[config.mk]
export PLATFORM = sky130hd
export DESIGN_NAME = spi_slave
export DESIGN_NICKNAME = d
export VERILOG_FILES = /design/src/rtl/spi_pkg.sv /design/src/rtl/spi_sync_edge.sv /design/src/rtl/spi_slave.sv
export SDC_FILE = /design/constraint.sdc
export NUM_CORES = 1
export LEC_CHECK = 0
export BUFFER_PORTS_ARGS = -buffer_cell sky130_fd_sc_hd__buf_2
export CELL_PAD_IN_SITES_DETAIL_PLACEMENT = 1
export CELL_PAD_IN_SITES_GLOBAL_PLACEMENT = 2
export CORE_MARGIN = 5
export CORE_UTILIZATION = 37
export CTS_CLUSTER_DIAMETER = 40
export DETAILED_ROUTE_END_ITERATION = 6
export GPL_ROUTABILITY_DRIVEN = 0
export PLACE_DENSITY_LB_ADDON = 0.05
export SLEW_MARGIN = 10
export SYNTH_ARGS = -nofsm -noshare
export SYNTH_HDL_FRONTEND = slang
export SYNTH_HIERARCHICAL = 1
export SYNTH_SLANG_ARGS = --single-unit
[constraint.sdc]
create_clock -name Clk -period 2.7 [get_ports Clk]
set_input_delay 0.135 -clock Clk [delete_from_list [all_inputs] [get_ports Clk]]
set_output_delay 0.135 -clock Clk [all_outputs]
set_load 0.01 [all_outputs]
[src/rtl/spi_pkg.sv]
// Shared SPI constants: default frame shape, FSM state encoding and the
// mode-bit layout that the master-side register block uses as well.
package spi_pkg;

    localparam int         DATA_WIDTH_DEF = 8;
    localparam logic [7:0] IDLE_WORD_DEF  = 8'hFF;

    localparam int MODE_CPHA_BIT = 0;
    localparam int MODE_CPOL_BIT = 1;

    typedef enum logic {
        ST_IDLE   = 1'b0,
        ST_ACTIVE = 1'b1
    } spi_state_e;

endpackage

[src/rtl/spi_sync_edge.sv]
// Multi-flop synchronizer for one asynchronous input, with rise/fall detect
// taken against a one-cycle-delayed copy of the synchronized level.
module spi_sync_edge #(
    parameter int   STAGES    = 2,
    parameter logic RESET_VAL = 1'b0
) (
    input  logic clk_i,
    input  logic rst_i,
    input  logic din_i,
    output logic level_o,
    output logic rise_o,
    output logic fall_o
);

    logic [STAGES-1:0] sync_q;
    logic              prev_q;

    always_ff @(posedge clk_i) begin
        if (rst_i) begin
            sync_q <= {STAGES{RESET_VAL}};
            prev_q <= RESET_VAL;
        end else begin
            sync_q <= {sync_q[STAGES-2:0], din_i};
            prev_q <= sync_q[STAGES-1];
        end
    end

    assign level_o = sync_q[STAGES-1];
    assign rise_o  = sync_q[STAGES-1] & ~prev_q;
    assign fall_o  = ~sync_q[STAGES-1] & prev_q;

endmodule

[src/rtl/spi_slave.sv]
// SPI slave endpoint: oversampled SCK/MOSI/SlaveSelect_n, all four modes,
// MSB first, one-word transmit holding register and received-word strobe.
//
//   state     | meaning
//   ST_IDLE   | deselected, MISO tristated, waiting for SlaveSelect_n fall
//   ST_ACTIVE | selected, shifting words until SlaveSelect_n rises
module spi_slave
    import spi_pkg::*;
#(
    parameter int                    DATA_WIDTH  = DATA_WIDTH_DEF,
    parameter logic [DATA_WIDTH-1:0] IDLE_WORD   = DATA_WIDTH'(IDLE_WORD_DEF),
    parameter int                    SYNC_STAGES = 2
) (
    input  logic                  Clk,
    input  logic                  Rst,
    input  logic                  CPol,
    input  logic                  CPha,
    input  logic [DATA_WIDTH-1:0] TxData,
    input  logic                  TxWr,
    output logic                  TxReady,
    output logic [DATA_WIDTH-1:0] RxData,
    output logic                  RxValid,
    output logic                  TxUnderrun,
    output logic                  Abort,
    output logic                  Busy,
    input  logic                  SCK,
    input  logic                  MOSI,
    input  logic                  SlaveSelect_n,
    output logic                  MISO,
    output logic                  MisoOe
);

    localparam int SYNC_N = (SYNC_STAGES < 2) ? 2 : SYNC_STAGES;
    localparam int CW     = $clog2(DATA_WIDTH + 1);

    logic sck_lvl_unused, sck_rise, sck_fall;
    logic mosi_lvl, mosi_rise_unused, mosi_fall_unused;
    logic ss_lvl_unused, ss_rise, ss_fall;

    spi_sync_edge #(.STAGES(SYNC_N), .RESET_VAL(1'b0)) u_sync_sck (
        .clk_i(Clk), .rst_i(Rst), .din_i(SCK),
        .level_o(sck_lvl_unused), .rise_o(sck_rise), .fall_o(sck_fall)
    );

    spi_sync_edge #(.STAGES(SYNC_N), .RESET_VAL(1'b0)) u_sync_mosi (
        .clk_i(Clk), .rst_i(Rst), .din_i(MOSI),
        .level_o(mosi_lvl), .rise_o(mosi_rise_unused), .fall_o(mosi_fall_unused)
    );

    spi_sync_edge #(.STAGES(SYNC_N), .RESET_VAL(1'b1)) u_sync_ss (
        .clk_i(Clk), .rst_i(Rst), .din_i(SlaveSelect_n),
        .level_o(ss_lvl_unused), .rise_o(ss_rise), .fall_o(ss_fall)
    );

    spi_state_e            state_q;
    logic [1:0]            mode_q;
    logic [DATA_WIDTH-1:0] tx_sr_q, rx_sr_q, hold_q, rx_data_q;
    logic [CW-1:0]         bit_cnt_q;
    logic                  hold_full_q, skip_shift_q, word_done_q;
    logic                  rx_valid_q, underrun_q, abort_q, busy_q, miso_oe_q;

    logic                  lead_edge_d, trail_edge_d;
    logic [DATA_WIDTH-1:0] tx_load_d;

    assign lead_edge_d  = mode_q[MODE_CPOL_BIT] ? sck_fall : sck_rise;
    assign trail_edge_d = mode_q[MODE_CPOL_BIT] ? sck_rise : sck_fall;
    assign tx_load_d    = hold_full_q ? hold_q : IDLE_WORD;

    always_ff @(posedge Clk) begin
        if (Rst) begin
            state_q      <= ST_IDLE;
            mode_q       <= 2'b00;
            tx_sr_q      <= '0;
            rx_sr_q      <= '0;
            hold_q       <= '0;
            rx_data_q    <= '0;
            bit_cnt_q    <= '0;
            hold_full_q  <= 1'b0;
            skip_shift_q <= 1'b0;
            word_done_q  <= 1'b0;
            rx_valid_q   <= 1'b0;
            underrun_q   <= 1'b0;
            abort_q      <= 1'b0;
            busy_q       <= 1'b0;
            miso_oe_q    <= 1'b0;
        end else begin
            rx_valid_q <= 1'b0;
            underrun_q <= 1'b0;
            abort_q    <= 1'b0;
            // A write in a load cycle stays pending; the load itself uses the old content.
            if (TxWr) begin
                hold_q      <= TxData;
                hold_full_q <= 1'b1;
            end
            case (state_q)
                ST_IDLE: begin
                    busy_q    <= 1'b0;
                    miso_oe_q <= 1'b0;
                    if (ss_fall) begin
                        mode_q[MODE_CPOL_BIT] <= CPol;
                        mode_q[MODE_CPHA_BIT] <= CPha;
                        tx_sr_q      <= tx_load_d;
                        underrun_q   <= ~hold_full_q;
                        hold_full_q  <= TxWr;
                        skip_shift_q <= CPha;
                        bit_cnt_q    <= '0;
                        word_done_q  <= 1'b0;
                        busy_q       <= 1'b1;
                        miso_oe_q    <= 1'b1;
                        state_q      <= ST_ACTIVE;
                    end
                end
                ST_ACTIVE: begin
                    if (word_done_q) begin
                        rx_data_q    <= rx_sr_q;
                        rx_valid_q   <= 1'b1;
                        bit_cnt_q    <= '0;
                        word_done_q  <= 1'b0;
                        tx_sr_q      <= tx_load_d;
                        underrun_q   <= ~hold_full_q;
                        hold_full_q  <= TxWr;
                        // Reload stands in for the next tx shift edge in both phases.
                        skip_shift_q <= 1'b1;
                    end else if ((lead_edge_d && !mode_q[MODE_CPHA_BIT]) ||
                                 (trail_edge_d && mode_q[MODE_CPHA_BIT])) begin
                        rx_sr_q   <= {rx_sr_q[DATA_WIDTH-2:0], mosi_lvl};
                        bit_cnt_q <= bit_cnt_q + CW'(1);
                        if (bit_cnt_q == CW'(DATA_WIDTH - 1)) begin
                            word_done_q <= 1'b1;
                        end
                    end else if ((trail_edge_d && !mode_q[MODE_CPHA_BIT]) ||
                                 (lead_edge_d && mode_q[MODE_CPHA_BIT])) begin
                        if (skip_shift_q) begin
                            skip_shift_q <= 1'b0;
                        end else begin
                            tx_sr_q <= {tx_sr_q[DATA_WIDTH-2:0], 1'b0};
                        end
                    end
                    if (ss_rise) begin
                        busy_q    <= 1'b0;
                        miso_oe_q <= 1'b0;
                        state_q   <= ST_IDLE;
                        if ((bit_cnt_q != '0) && !word_done_q) begin
                            abort_q <= 1'b1;
                        end
                    end
                end
                default: state_q <= ST_IDLE;
            endcase
        end
    end

    assign TxReady    = ~hold_full_q;
    assign RxData     = rx_data_q;
    assign RxValid    = rx_valid_q;
    assign TxUnderrun = underrun_q;
    assign Abort      = abort_q;
    assign Busy       = busy_q;
    assign MISO       = tx_sr_q[DATA_WIDTH-1];
    assign MisoOe     = miso_oe_q;

endmodule

Yosys cells after proc, flatten, opt, wreduce, memory -nomap -nowiden. Cells that the tools add are included.

Bits in registers: 54. Input bits: 16. Logic and storage cells: 94.

Add/subtract/negate cells: 1. Eq/ne operators: 7. Multiplexer cells: 37. Bitwise operators: 12. Reduce and logical (&&, ||, !) cells: 18.

Operator list (number): 8-bit 2-to-1 mux (6); 1-bit 2-to-1 mux (20); 8-bit one-hot mux with 2 select lines (1); 4-bit 2-to-1 mux (3); 1-bit one-hot mux with 2 select lines (6); 1-bit inverter (8); 4-bit one-hot mux with 2 select lines (1); 3-bit by 1-bit inequality test with 1-bit output (second input constant) (2); 2-bit AND reduction (3); 3-bit AND reduction (2); 1-bit logical AND (5); 4-bit by 1-bit adder with 4-bit output (second input constant) (1); 1-bit bitwise AND (4); 4-bit by 3-bit == test with 1-bit output (second input constant) (1); 2-bit inequality test (second input constant) (2); 4-bit AND reduction (1); 4-bit nonzero test (1); 3-bit by 2-bit inequality test with 1-bit output (second input constant) (1); 3-bit inequality test (second input constant) (1); 3-bit OR reduction (1); 1-bit logical NOT (2); 1-bit logical OR (2); 2-bit OR reduction (1).

Logic depth before layout (Yosys ltp). Gate-level depths: netlist of run 1.

Depth after elaboration: 9. Mapped depth: 7.

Modules after synthesis. Netlist of run 1, hierarchy kept.

Modules (own cells, without submodules): spi_slave (times used 1, cells each 215, area each 1880.6 sq um); spi_sync_edge (u_sync_mosi ...) (times used 2, cells each 8, area each 91.3 sq um); spi_sync_edge (u_sync_ss) (times used 1, cells each 8, area each 92.6 sq um).

Least setup slack after synthesis of run 1. OpenSTA, ideal clock, no wires.

Path kind: register -> register. Start point: register u_sync_ss.sync_q[1]. End point: register tx_sr_q[1]. Data arrival time: 1.513 ns. Data required time: 2.609 ns. Setup slack: 1.096 ns. Stages on the path, launching flop included: 8. Buffers on the path: 2. Period minus slack after synthesis: 1.604 ns. Cells stage by stage: dfxtp_1 > and2b_1 > nor2b_1 > clkbuf_1 > or2_0 > buf_2 > a21o_1 > a311oi_1.

Cells in the longest elaborated chain, start to end: 4.

Ends and longest elaborated chain: start, declared (line spi_sync_edge.sv:15) `logic [STAGES-1:0] sync_q;`; start signal, assigned (line spi_sync_edge.sv:20) `sync_q <= {STAGES{RESET_VAL}};`; start signal, assigned (line spi_sync_edge.sv:23) `sync_q <= {sync_q[STAGES-2:0], din_i};`; 1-bit inverter (line spi_sync_edge.sv:30) `assign fall_o = ~sync_q[STAGES-1] & prev_q;`; 1-bit bitwise AND (line spi_sync_edge.sv:30); net ss_fall (line spi_slave.sv:38) `logic ss_lvl_unused, ss_rise, ss_fall;`; 2-bit inequality test (no source line); 4-bit AND reduction (no source line); end signal, assigned (line spi_slave.sv:102) `tx_sr_q <= tx_load_d;`; end signal, assigned (line spi_slave.sv:119) `tx_sr_q <= tx_load_d;`; end signal, assigned (line spi_slave.sv:136) `tx_sr_q <= {tx_sr_q[DATA_WIDTH-2:0], 1'b0};`; end, declared (line spi_slave.sv:57) `logic [DATA_WIDTH-1:0] tx_sr_q, rx_sr_q, hold_q, rx_data_q;`.

The timed path passes the listed nets, and every way through them passes these cells. A chain may end at the register's enable or synchronous reset.

Worst setup path after layout of run 1.
Start point: register u_sync_ss.sync_q[1]. End point: register tx_sr_q[2].

Same word-level chain as after synthesis.

==> metrics.log, run 1 <==
INFO  metric post_synth.cell_area_avg = 9.01 sq um
INFO  metric grt.overflow.total = 0
INFO  metric number_of_hold_repair_buffers_added_at_the_cts_stage = 1
INFO  metric grt_pass1_vias = 1,756
INFO  metric crit_fanout = 6
INFO  metric io_buffer_count = 30
INFO  metric drv.max_cap_violation_count = 0
INFO  metric crit_path_end_kind = flip-flop
INFO  metric min_path_type = in -> reg
INFO  metric core-area = 5540 sq um
INFO  metric critical_path.max_stage_delay = 0.41 ns
INFO  metric post_synth_inst_count = 235
INFO  metric worst_slew_margin_rel = 49.1%
INFO  metric timing.final.setup_violations = 0
INFO  metric floorplan.initialDensity = 38.2%
INFO  metric filler_cell_count = 678
INFO  metric clock_skew = 0.0117 ns
INFO  metric final-hold-violation-count = 0
INFO  metric setup_total_negative_slack = 0 ns
INFO  metric postPlaceCellArea = 2340 sq um
INFO  metric drt_drc_violations_left = 0
INFO  metric final_cell_area = 2440 sq um
INFO  metric finalWirelength = 4930 um
INFO  metric netlist_area_before_placement = 2120 sq um
INFO  metric antenna-diode-count = 0
INFO  metric synth.net_count = 253
INFO  metric floorplan.die.height = 85.6 um
INFO  metric grt_max_degree = 43
INFO  metric cts.root.buffer_cell = clkbuf_8
INFO  metric h-tree-depth = 2
INFO  metric avgRoutedWirePerCell = 14.6 um
INFO  metric post_cts_resize_count = 0
INFO  metric drt_iter0_markers = 54
INFO  metric globalRouteTotalUtil = 14.0%
INFO  metric worstSetupStartpointType = flip-flop
INFO  metric crit_required = 2.93 ns
INFO  metric areaGrowthSynthToFinish = 15.2%
INFO  metric path_cells = and2b_1 > nor2b_1 > or2_0 > buf_4 > a211oi_1 > a311oi_1
INFO  metric layout-drive-gt1-share = 17.7%
INFO  metric num_vias = 1,711
INFO  metric final.period_utilization = 71.4%
INFO  metric dieArea = 7330 sq um
INFO  metric std_cell_rows = 27
INFO  metric yosys_warnings = 6
INFO  metric antenna_found_initial = 0
INFO  metric crit_path_top_delay_cell = nor2b_1
INFO  metric clock_tree_from_tritoncts = yes
INFO  metric clock.fmax = 519 MHz
INFO  metric irDropWorstVdd = 0.285 mV
INFO  metric number_of_buffers_inserted_to_repair_setup_after_cts = 0
INFO  metric post-route-util = 44.0%
INFO  metric drt-pass1-iter-count = 4
INFO  metric hpwl = 3410 um
INFO  metric chipWidth = 85.6 um
INFO  metric clkLatencyLatePin = 0.32 ns
INFO  metric clock_sink_count = 54
INFO  metric tmin_final = 1.93 ns
INFO  metric max-clock-path-buffers = 2
INFO  metric p_leak = 0.000931 uW
INFO  metric powerDensity = 581 nW/um^2
INFO  metric grt_setup_unrepaired = no
INFO  metric cts.clk_slew.worst_paths = 0.11 ns
INFO  metric route.detailed.vias_per_inst = 5.06
INFO  metric worst_ep_arrival_time = 2.16 ns
INFO  metric slew_viol_final = 0
INFO  metric finish.net_count = 283
INFO  metric design.portCount = 31
INFO  metric run_status = finished, final reports clean
INFO  metric ant_nets = 0
INFO  metric worst-setup-path-type = reg -> reg
INFO  metric cts-buffers-inserted = 5
INFO  metric worst_margin_pin_slew = 0.761 ns
INFO  metric first_pass_grt_wire_length = 8320 um
[state kept, by name, summed over array words and instances, names as in the netlist]
name and flops:
RxData 8, hold_q 8, rx_sr_q 8, tx_sr_q 8, bit_cnt_q 4, mode_q 2
u_sync_mosi/sync_q 2, u_sync_sck/sync_q 2, u_sync_ss/sync_q 2, Abort 1, MisoOe 1, RxValid 1
TxUnderrun 1, hold_full_q 1, skip_shift_q 1, state_q 1, u_sync_sck/prev_q 1, u_sync_ss/prev_q 1
word_done_q 1
[report_power, final]
| group | total [uW] | internal (uW) | switching, uW |
|---|---|---|---|
| logic | 114 | 46.2 | 68.2 |
| clock network | 468 | 183 | 285 |
| registers | 835 | 820 | 14.3 |
[cells in the final DEF (no fill, tap or decap), types with 2 or more instances in the layout]
master    count
a211oi_1     10
a21oi_1      23
a311oi_1      7
buf_2        30
buf_4         6
clkbuf_8      5
dfxtp_1      54
ha_1          2
inv_1         4
mux2i_1      13
nand2_1      34
nand2b_1      3
nand3_1       2
nand3b_1      2
nor2_1       18
nor2b_1      10
o211ai_1      2
o21ai_0      18
or2_1         3
[path summary, 6_finish.rpt]
| kind | start | end | slack (ns) | cells after the start |
|---|---|---|---|---|
| setup / recovery | u_sync_ss/sync_q[1]$_SDFF_PP1_ | tx_sr_q[2]$_SDFFE_PP0P_ | 0.77 | 6 |
| hold / removal | MOSI | u_sync_mosi/sync_q[0]$_SDFF_PP0_ | 0.03 | 2 |
| setup reg to reg | u_sync_ss/sync_q[1]$_SDFF_PP1_ | tx_sr_q[2]$_SDFFE_PP0P_ | 0.77 | 6 |
| hold reg to reg | u_sync_ss/sync_q[0]$_SDFF_PP1_ | u_sync_ss/sync_q[1]$_SDFF_PP1_ | 0.42 | 1 |
[per-layer routing]
| metal | GRT usage, % | vias up | wire length (um) |
|---|---|---|---|
| li1 | - | 877 | - |
| met1 | 18.2 | 803 | 2390 |
| met2 | 22.6 | 26 | 2260 |
| met4 | 4.32 | 0 | 63 |
| met3 | 3.84 | 5 | 213 |
| met5 | 0 | - | 0 |
[stage by stage]
| stage | hold WS [ns] | instances | setup WS (ns) | total power (uW) |
|---|---|---|---|---|
| after floorplan | 0.207 | 235 | 1.10 | 927 |
| after global placement | 0.315 | 329 | 0.866 | 966 |
| after detailed placement | 0.319 | 329 | 0.783 | 969 |
| after CTS | 0.0212 | 338 | 0.779 | 1430 |
| after global routing | 0.0255 | 338 | 0.636 | 1480 |
| final | 0.0272 | 338 | 0.772 | 1420 |
[worst max-delay path, delay by kind of cell, from the launching register on]
family                 cells  cell delay [ns]
AO/OA/AOI/OAI              2             0.34
buffers and inverters      1             0.20
flip-flops                 1             0.32
AND/OR/NAND/NOR            3             0.98
[layout make-up]
class                      instances  area [sq um]  share of cell area (%)
inverter                           5          18.8                   0.769
multi-input combinational        162           955                    39.1
sequential                        54          1080                    44.3
clock inverter                     3          21.3                   0.872
timing repair buffer              37           205                    8.41
tap                               72          90.1                    3.69
clock buffer                       5          68.8                    2.82
(Power assumes the default switching activity.)
==> run 2, diff against run 1 <==
--- a/config.mk
+++ b/config.mk
@@ -9,7 +9,7 @@
 export CELL_PAD_IN_SITES_DETAIL_PLACEMENT = 1
 export CELL_PAD_IN_SITES_GLOBAL_PLACEMENT = 2
 export CORE_MARGIN = 5
-export CORE_UTILIZATION = 37
+export CORE_UTILIZATION = 31
 export CTS_CLUSTER_DIAMETER = 40
 export DETAILED_ROUTE_END_ITERATION = 6
 export GPL_ROUTABILITY_DRIVEN = 0
==> constraint.sdc (replaced) <==
create_clock -name Clk -period 1.7 [get_ports Clk]
set_input_delay 0.085 -clock Clk [delete_from_list [all_inputs] [get_ports Clk]]
set_output_delay 0.085 -clock Clk [all_outputs]
set_load 0.01 [all_outputs]
==> run 2 against run 1 <==
  * Critical path type unchanged
  * Clock-buffer cell count is the same
  * Critical endpoint is now bit_cnt_q[3]$_SDFFE_PP0P_
  * Maximum frequency grew 21%
  * Critical path depth fell by 1
  * Sequential share of layout area decreased by 3.1 points
  * Clock power up 120%
  * Combinational power rose by 82%
  * Largest cell class unchanged
  * Sequential power increased by 59%
  * Clock skew is 0.0033 ns lower
  * Core utilization shrank 5.0 points
==> metrics.log, run 2 (synthesis gave the netlist of run 1 again) <==
INFO  metric tmin_final = 1.59 ns
INFO  metric clock_sink_count = 54
INFO  metric cts-buffers-inserted = 5
INFO  metric hold-path-cell-count = 3
INFO  metric timing.final.setup_violations = 0
INFO  metric run_status = finished, final reports clean
INFO  metric grt_pass1_vias = 1,845
INFO  metric setup_slack_of_the_worst_register_to_register_path = 0.11 ns
INFO  metric cts.clk_slew.worst_paths = 0.10 ns
INFO  metric clock.fmax = 627 MHz
INFO  metric io_buffer_count = 30
INFO  metric cp_num_buf_inv = 1
INFO  metric clock_tree_from_tritoncts = yes
INFO  metric core-area = 6720 sq um
INFO  metric fin_worst_hold_slack = 0.0158 ns
INFO  metric final-hold-violation-count = 0
INFO  metric design.portCount = 31
INFO  metric worst_r2r_path_depth = 5
INFO  metric dieArea = 8580 sq um
INFO  metric hold_end = hold_q[0]$_SDFFE_PP0P_
INFO  metric clkLatencyLatePin = 0.31 ns
INFO  metric grt.overflow.total = 0
INFO  metric worstSetupStartpointType = flip-flop
INFO  metric grt_max_degree = 34
INFO  metric worst_margin_pin_slew = 0.436 ns
INFO  metric globalRouteTotalUtil = 12.3%
INFO  metric num_vias = 1,778
INFO  metric antenna-diode-count = 0
INFO  metric chipWidth = 92.6 um
INFO  metric finish.net_count = 296
INFO  metric floorplan.initialDensity = 31.5%
INFO  metric first_pass_grt_wire_length = 8510 um
INFO  metric worst-setup-path-type = reg -> reg
INFO  metric finalWirelength = 4990 um
INFO  metric drt_drc_violations_left = 0
INFO  metric drt-pass1-iter-count = 5
INFO  metric mostFrequentLayoutCell = dfxtp_1
INFO  metric min_path_type = in -> reg
INFO  metric drv.max_cap_violation_count = 0
INFO  metric cts.root.buffer_cell = clkbuf_8
INFO  metric areaGrowthSynthToFinish = 23.9%
INFO  metric worst_slew_margin_rel = 70.9%
INFO  metric drt_iter0_markers = 51
INFO  metric worstHoldStart = TxData[0]
INFO  metric sequential_cell_area = 1080 sq um
INFO  metric p_leak = 0.00102 uW
INFO  metric slew_viol_final = 0
INFO  metric filler_cell_count = 799
INFO  metric timing.rr.end = bit_cnt_q[3]$_SDFFE_PP0P_
INFO  metric antenna_found_initial = 0
INFO  metric h-tree-depth = 2
INFO  metric ant_nets = 0
INFO  metric layout-drive-gt1-share = 21.1%
INFO  metric path_cells = xnor2_2 > mux2i_1 > buf_4 > or4_1 > a31oi_1
INFO  metric worst_ep_arrival_time = 1.83 ns
INFO  metric critical_path.max_stage_delay = 0.49 ns
INFO  metric powerDensity = 975 nW/um^2
INFO  metric avgRoutedWirePerCell = 13.9 um
INFO  metric commonest_cells_after_routing_fill_and_taps_aside = dfxtp_1, nand2_1, buf_2
INFO  metric worst_path_dominant_cell_family = simple AND/OR/NAND/NOR gates
INFO  metric crit_path_end_kind = flip-flop
INFO  metric irDropWorstVdd = 0.378 mV
INFO  metric post-route-util = 39.1%
INFO  metric final.period_utilization = 93.8%
INFO  metric route.detailed.vias_per_inst = 4.95
INFO  metric clock_skew = 0.00839 ns
INFO  metric std_cell_rows = 30
INFO  metric crit_path_top_delay_cell = or4_1
INFO  metric crit_required = 1.93 ns
INFO  metric worstReg2RegStart = mode_q[0]$_SDFFE_PP0P_
INFO  metric max-clock-path-buffers = 2
INFO  metric hpwl = 3540 um
INFO  metric crit_fanout = 5
INFO  metric floorplan.die.height = 92.6 um
INFO  metric multi_input_comb_area = 960 sq um
-- run 2: cell types whose count changed in the layout (fill, tap and decap cells not counted), sizes merged --
cell         before  now
dlygate4sd3       1    5
buf              36   45
bufinv            0    2
clkinv            2    1
clkinvlp          1    0
-- run 2: area by class of cell --
class | count | area share (%)
clock inverters | 3 | 2.62
multi-input cells | 162 | 36.6
inverters | 5 | 0.715
flip-flops and latches | 54 | 41.2
clock buffers | 5 | 2.62
well taps | 80 | 3.81
repair buffers | 50 | 12.4
-- run 2: routing by layer --
| layer | vias up | global-route usage (%) | part of all wire (%) |
|---|---|---|---|
| li1 | 904 | - | - |
| met1 | 842 | 15.0 | 49 |
| met2 | 26 | 21.4 | 46 |
| met3 | 6 | 2.68 | 3.3 |
| met4 | 0 | 4.03 | 1.4 |
| met5 | - | 0 | 0 |
-- run 2: worst max path at each step --
stage                     slack [ns]                            from                         to  cells past startpoint
after floorplan                  0.1  u_sync_ss/sync_q[1]$_SDFF_PP1_    tx_sr_q[1]$_SDFFE_PP0P_                      7
after global placement          0.12          mode_q[1]$_SDFFE_PP0P_  bit_cnt_q[3]$_SDFFE_PP0P_                      5
after detailed placement        0.08          mode_q[1]$_SDFFE_PP0P_  bit_cnt_q[3]$_SDFFE_PP0P_                      5
after CTS                       0.04          mode_q[1]$_SDFFE_PP0P_  bit_cnt_q[3]$_SDFFE_PP0P_                      5
after global routing           -0.01  u_sync_ss/sync_q[1]$_SDFF_PP1_    tx_sr_q[2]$_SDFFE_PP0P_                      5
final                           0.11          mode_q[0]$_SDFFE_PP0P_  bit_cnt_q[3]$_SDFFE_PP0P_                      5
-- run 2: worst min-delay path, cell delays in order --
cell and delay (ns):
buf_2 0.08, mux2i_1 0.05, nor2_1 0.07
-- run 2: power breakdown --
group          internal, uW  switching, uW
combinational          96.2            111
sequential             1300           23.6
clock                   590            433
total                  1990            568
-- run 2: stage by stage --
| stage | TNS (ns) | total power, uW | std cells | area, sq um | setup slack [ns] |
|---|---|---|---|---|---|
| 2_1_floorplan | 0 | 1470 | 235 | 2120 | 0.0962 |
| 3_3_place_gp | 0 | 1560 | 345 | 2420 | 0.118 |
| 3_5_place_dp | 0 | 1560 | 345 | 2420 | 0.0785 |
| 4_1_cts | 0 | 2610 | 357 | 2600 | 0.0432 |
| 5_1_grt | -0.0230 | 2680 | 359 | 2620 | -0.0125 |
| 6_report | 0 | 2560 | 359 | 2620 | 0.106 |
-- run 2: timing repair --
item | CTS | global route
buffers inserted | 0 | 1
hold endpoints to repair | 4 | 1
hold buffers | 4 | 1
resized for setup | 0 | 3
setup endpoints to repair | 0 | 10
==> run 3, diff against run 2 <==
--- a/config.mk
+++ b/config.mk
@@ -13,7 +13,7 @@
 export CTS_CLUSTER_DIAMETER = 40
 export DETAILED_ROUTE_END_ITERATION = 6
 export GPL_ROUTABILITY_DRIVEN = 0
-export PLACE_DENSITY_LB_ADDON = 0.05
+export PLACE_DENSITY = 0.71
 export SLEW_MARGIN = 10
 export SYNTH_ARGS = -nofsm -noshare
 export SYNTH_HDL_FRONTEND = slang
==> run 3 against run 2 <==
  * Worst hold slack lost 0.013 ns
  * Maximum frequency grew 3.1%
  * Setup slack gained 0.047 ns
  * Core utilization shrank 0.88 points
  * Design area shrank 2.2%
  * First-iteration DRC count grew 39%
  * Sequential share of layout area grew 0.99 points
  * Global-route usage grew 0.26 points
==> metrics.log, run 3 (synthesis gave the netlist of run 1 again) <==
INFO  metric hpwl = 3510 um
INFO  metric clock_skew = 0.00282 ns
INFO  metric ant_nets = 0
INFO  metric cts-buffers-inserted = 5
INFO  metric mostFrequentLayoutCell = dfxtp_1
INFO  metric cts.clk_slew.worst_paths = 0.09 ns
INFO  metric clock.fmax = 647 MHz
INFO  metric io_buffer_count = 30
INFO  metric run_status = finished, final reports clean
INFO  metric max-clock-path-buffers = 2
INFO  metric worst-setup-path-type = reg -> reg
INFO  metric std_cell_rows = 30
INFO  metric p_total = 2270 uW
INFO  metric floorplan.initialDensity = 31.5%
INFO  metric drt-pass1-iter-count = 4
INFO  metric path_cells = and2b_1 > nor2b_1 > or2_0 > buf_4 > a211oi_1 > a311oi_2
INFO  metric h-tree-depth = 2
INFO  metric crit_required = 1.89 ns
INFO  metric crit_path_end_kind = flip-flop
INFO  metric first_pass_grt_wire_length = 8600 um
INFO  metric crit_path_top_delay_cell = dfxtp_1
INFO  metric num_vias = 1,739
INFO  metric floorplan.die.height = 92.6 um
INFO  metric drt_iter0_markers = 71
INFO  metric grt.overflow.total = 0
INFO  metric number_of_buffers_inserted_to_repair_setup_after_cts = 0
INFO  metric tmin_final = 1.55 ns
INFO  metric min_path_type = in -> reg
INFO  metric drv.max_cap_violation_count = 0
INFO  metric chipWidth = 92.6 um
INFO  metric p_leak = 0.000975 uW
INFO  metric design.portCount = 31
INFO  metric clkLatencyLatePin = 0.31 ns
INFO  metric final-hold-violation-count = 0
INFO  metric critical_path.max_stage_delay = 0.35 ns
INFO  metric grt_pass1_vias = 1,805
INFO  metric clock_sink_count = 54
INFO  metric worst_margin_pin_slew = 0.425 ns
INFO  metric globalRouteTotalUtil = 12.6%
INFO  metric avgRoutedWirePerCell = 13.9 um
INFO  metric final.period_utilization = 91.0%
INFO  metric finish.net_count = 291
INFO  metric dieArea = 8580 sq um
INFO  metric grt_max_degree = 31
INFO  metric worst_ep_arrival_time = 1.73 ns
INFO  metric irDropWorstVdd = 0.352 mV
INFO  metric worstSetupStartpointType = flip-flop
INFO  metric clock_tree_from_tritoncts = yes
INFO  metric finalWirelength = 4940 um
INFO  metric grt_setup_unrepaired = no
INFO  metric commonest_cells_after_routing_fill_and_taps_aside = dfxtp_1, nand2_1, buf_2
INFO  metric timing.final.setup_violations = 0
INFO  metric slew_viol_final = 0
INFO  metric worst_slew_margin_rel = 70.9%
INFO  metric drt_drc_violations_left = 0
INFO  metric route.detailed.vias_per_inst = 4.91
INFO  metric powerDensity = 886 nW/um^2
INFO  metric layout-drive-gt1-share = 22.6%
INFO  metric cts.root.buffer_cell = clkbuf_8
INFO  metric crit_fanout = 4
INFO  metric antenna_found_initial = 0
INFO  metric antenna-diode-count = 0
INFO  metric core-area = 6720 sq um
INFO  metric setup_total_negative_slack = 0 ns
INFO  metric areaGrowthSynthToFinish = 21.2%
==> run 3: cell types whose count changed in the layout (fill, tap and decap cells not counted), moves of 2 or more <==
cell,previous run,this run
a311oi_2,0,2
dlygate4sd3_1,5,2
a311oi_1,7,5
nor2b_2,2,0
nor2b_4,0,2
bufinv_16,2,0
==> run 3: cell type report <==
cell class	count	area [sq um]
fillers	803	4150
clock inverters	1	5.00
flip-flops and latches	54	1080
repair buffers	45	268
multi-input cells	162	1000
well taps	80	100
clock buffers	7	86.3
inverters	5	18.8
==> run 3: routing by layer <==
layer | global-route usage, % | wire, um | vias to the layer above
li1 | - | - | 894
met1 | 16.1 | 2450 | 814
met2 | 20.4 | 2230 | 26
met3 | 3.57 | 191 | 5
met4 | 4.03 | 68 | 0
met5 | 0 | 0 | -
==> run 3: worst paths after layout <==
check	startpoint	end	slack, ns	cells after the start
worst max-delay path	u_sync_ss/sync_q[1]$_SDFF_PP1_	tx_sr_q[2]$_SDFFE_PP0P_	0.15	6
worst min-delay path	MOSI	u_sync_mosi/sync_q[0]$_SDFF_PP0_	0.003	2
worst max register to register	u_sync_ss/sync_q[1]$_SDFF_PP1_	tx_sr_q[2]$_SDFFE_PP0P_	0.15	6
worst min register to register	u_sync_ss/sync_q[0]$_SDFF_PP1_	u_sync_ss/sync_q[1]$_SDFF_PP1_	0.43	1
==> run 3: critical path: cells and delay by family, from the launching register on <==
family	cells	cell delay, ns
AOI/OAI and AO/OA	2	0.29
DFF	1	0.35
buffers and inverters	1	0.17
and+or+nand+nor	3	0.61
==> run 3: metrics by stage <==
stage               instances  setup WS [ns]  utilization, %  instance area, sq um  hold slack (ns)
finish                    354          0.154            38.2                  2560          0.00278
global placement          344         0.0981            35.8                  2400            0.269
CTS                       354         0.0353            37.4                  2510         0.000258
floorplan                 235         0.0962               -                  2120            0.157
global route              354        0.00590            38.2                  2560          0.00595
detailed placement        344         0.0471            35.8                  2400            0.278
==> run 3: power breakdown <==
group / switching [uW] / internal, uW / leakage, uW
combinational: 111 / 91.7 / 0.000486
sequential: 24.8 / 1300 / 0.000441
clock: 413 / 330 / 0.0000482
total: 549 / 1720 / 0.000975
==> run 3: timing repair <==
| item | CTS | global route |
|---|---|---|
| hold buffers | 2 | 0 |
| resized for setup | 0 | 12 |
| endpoints found under the hold margin | 2 | 0 |
| endpoints found under the setup margin | 0 | 12 |
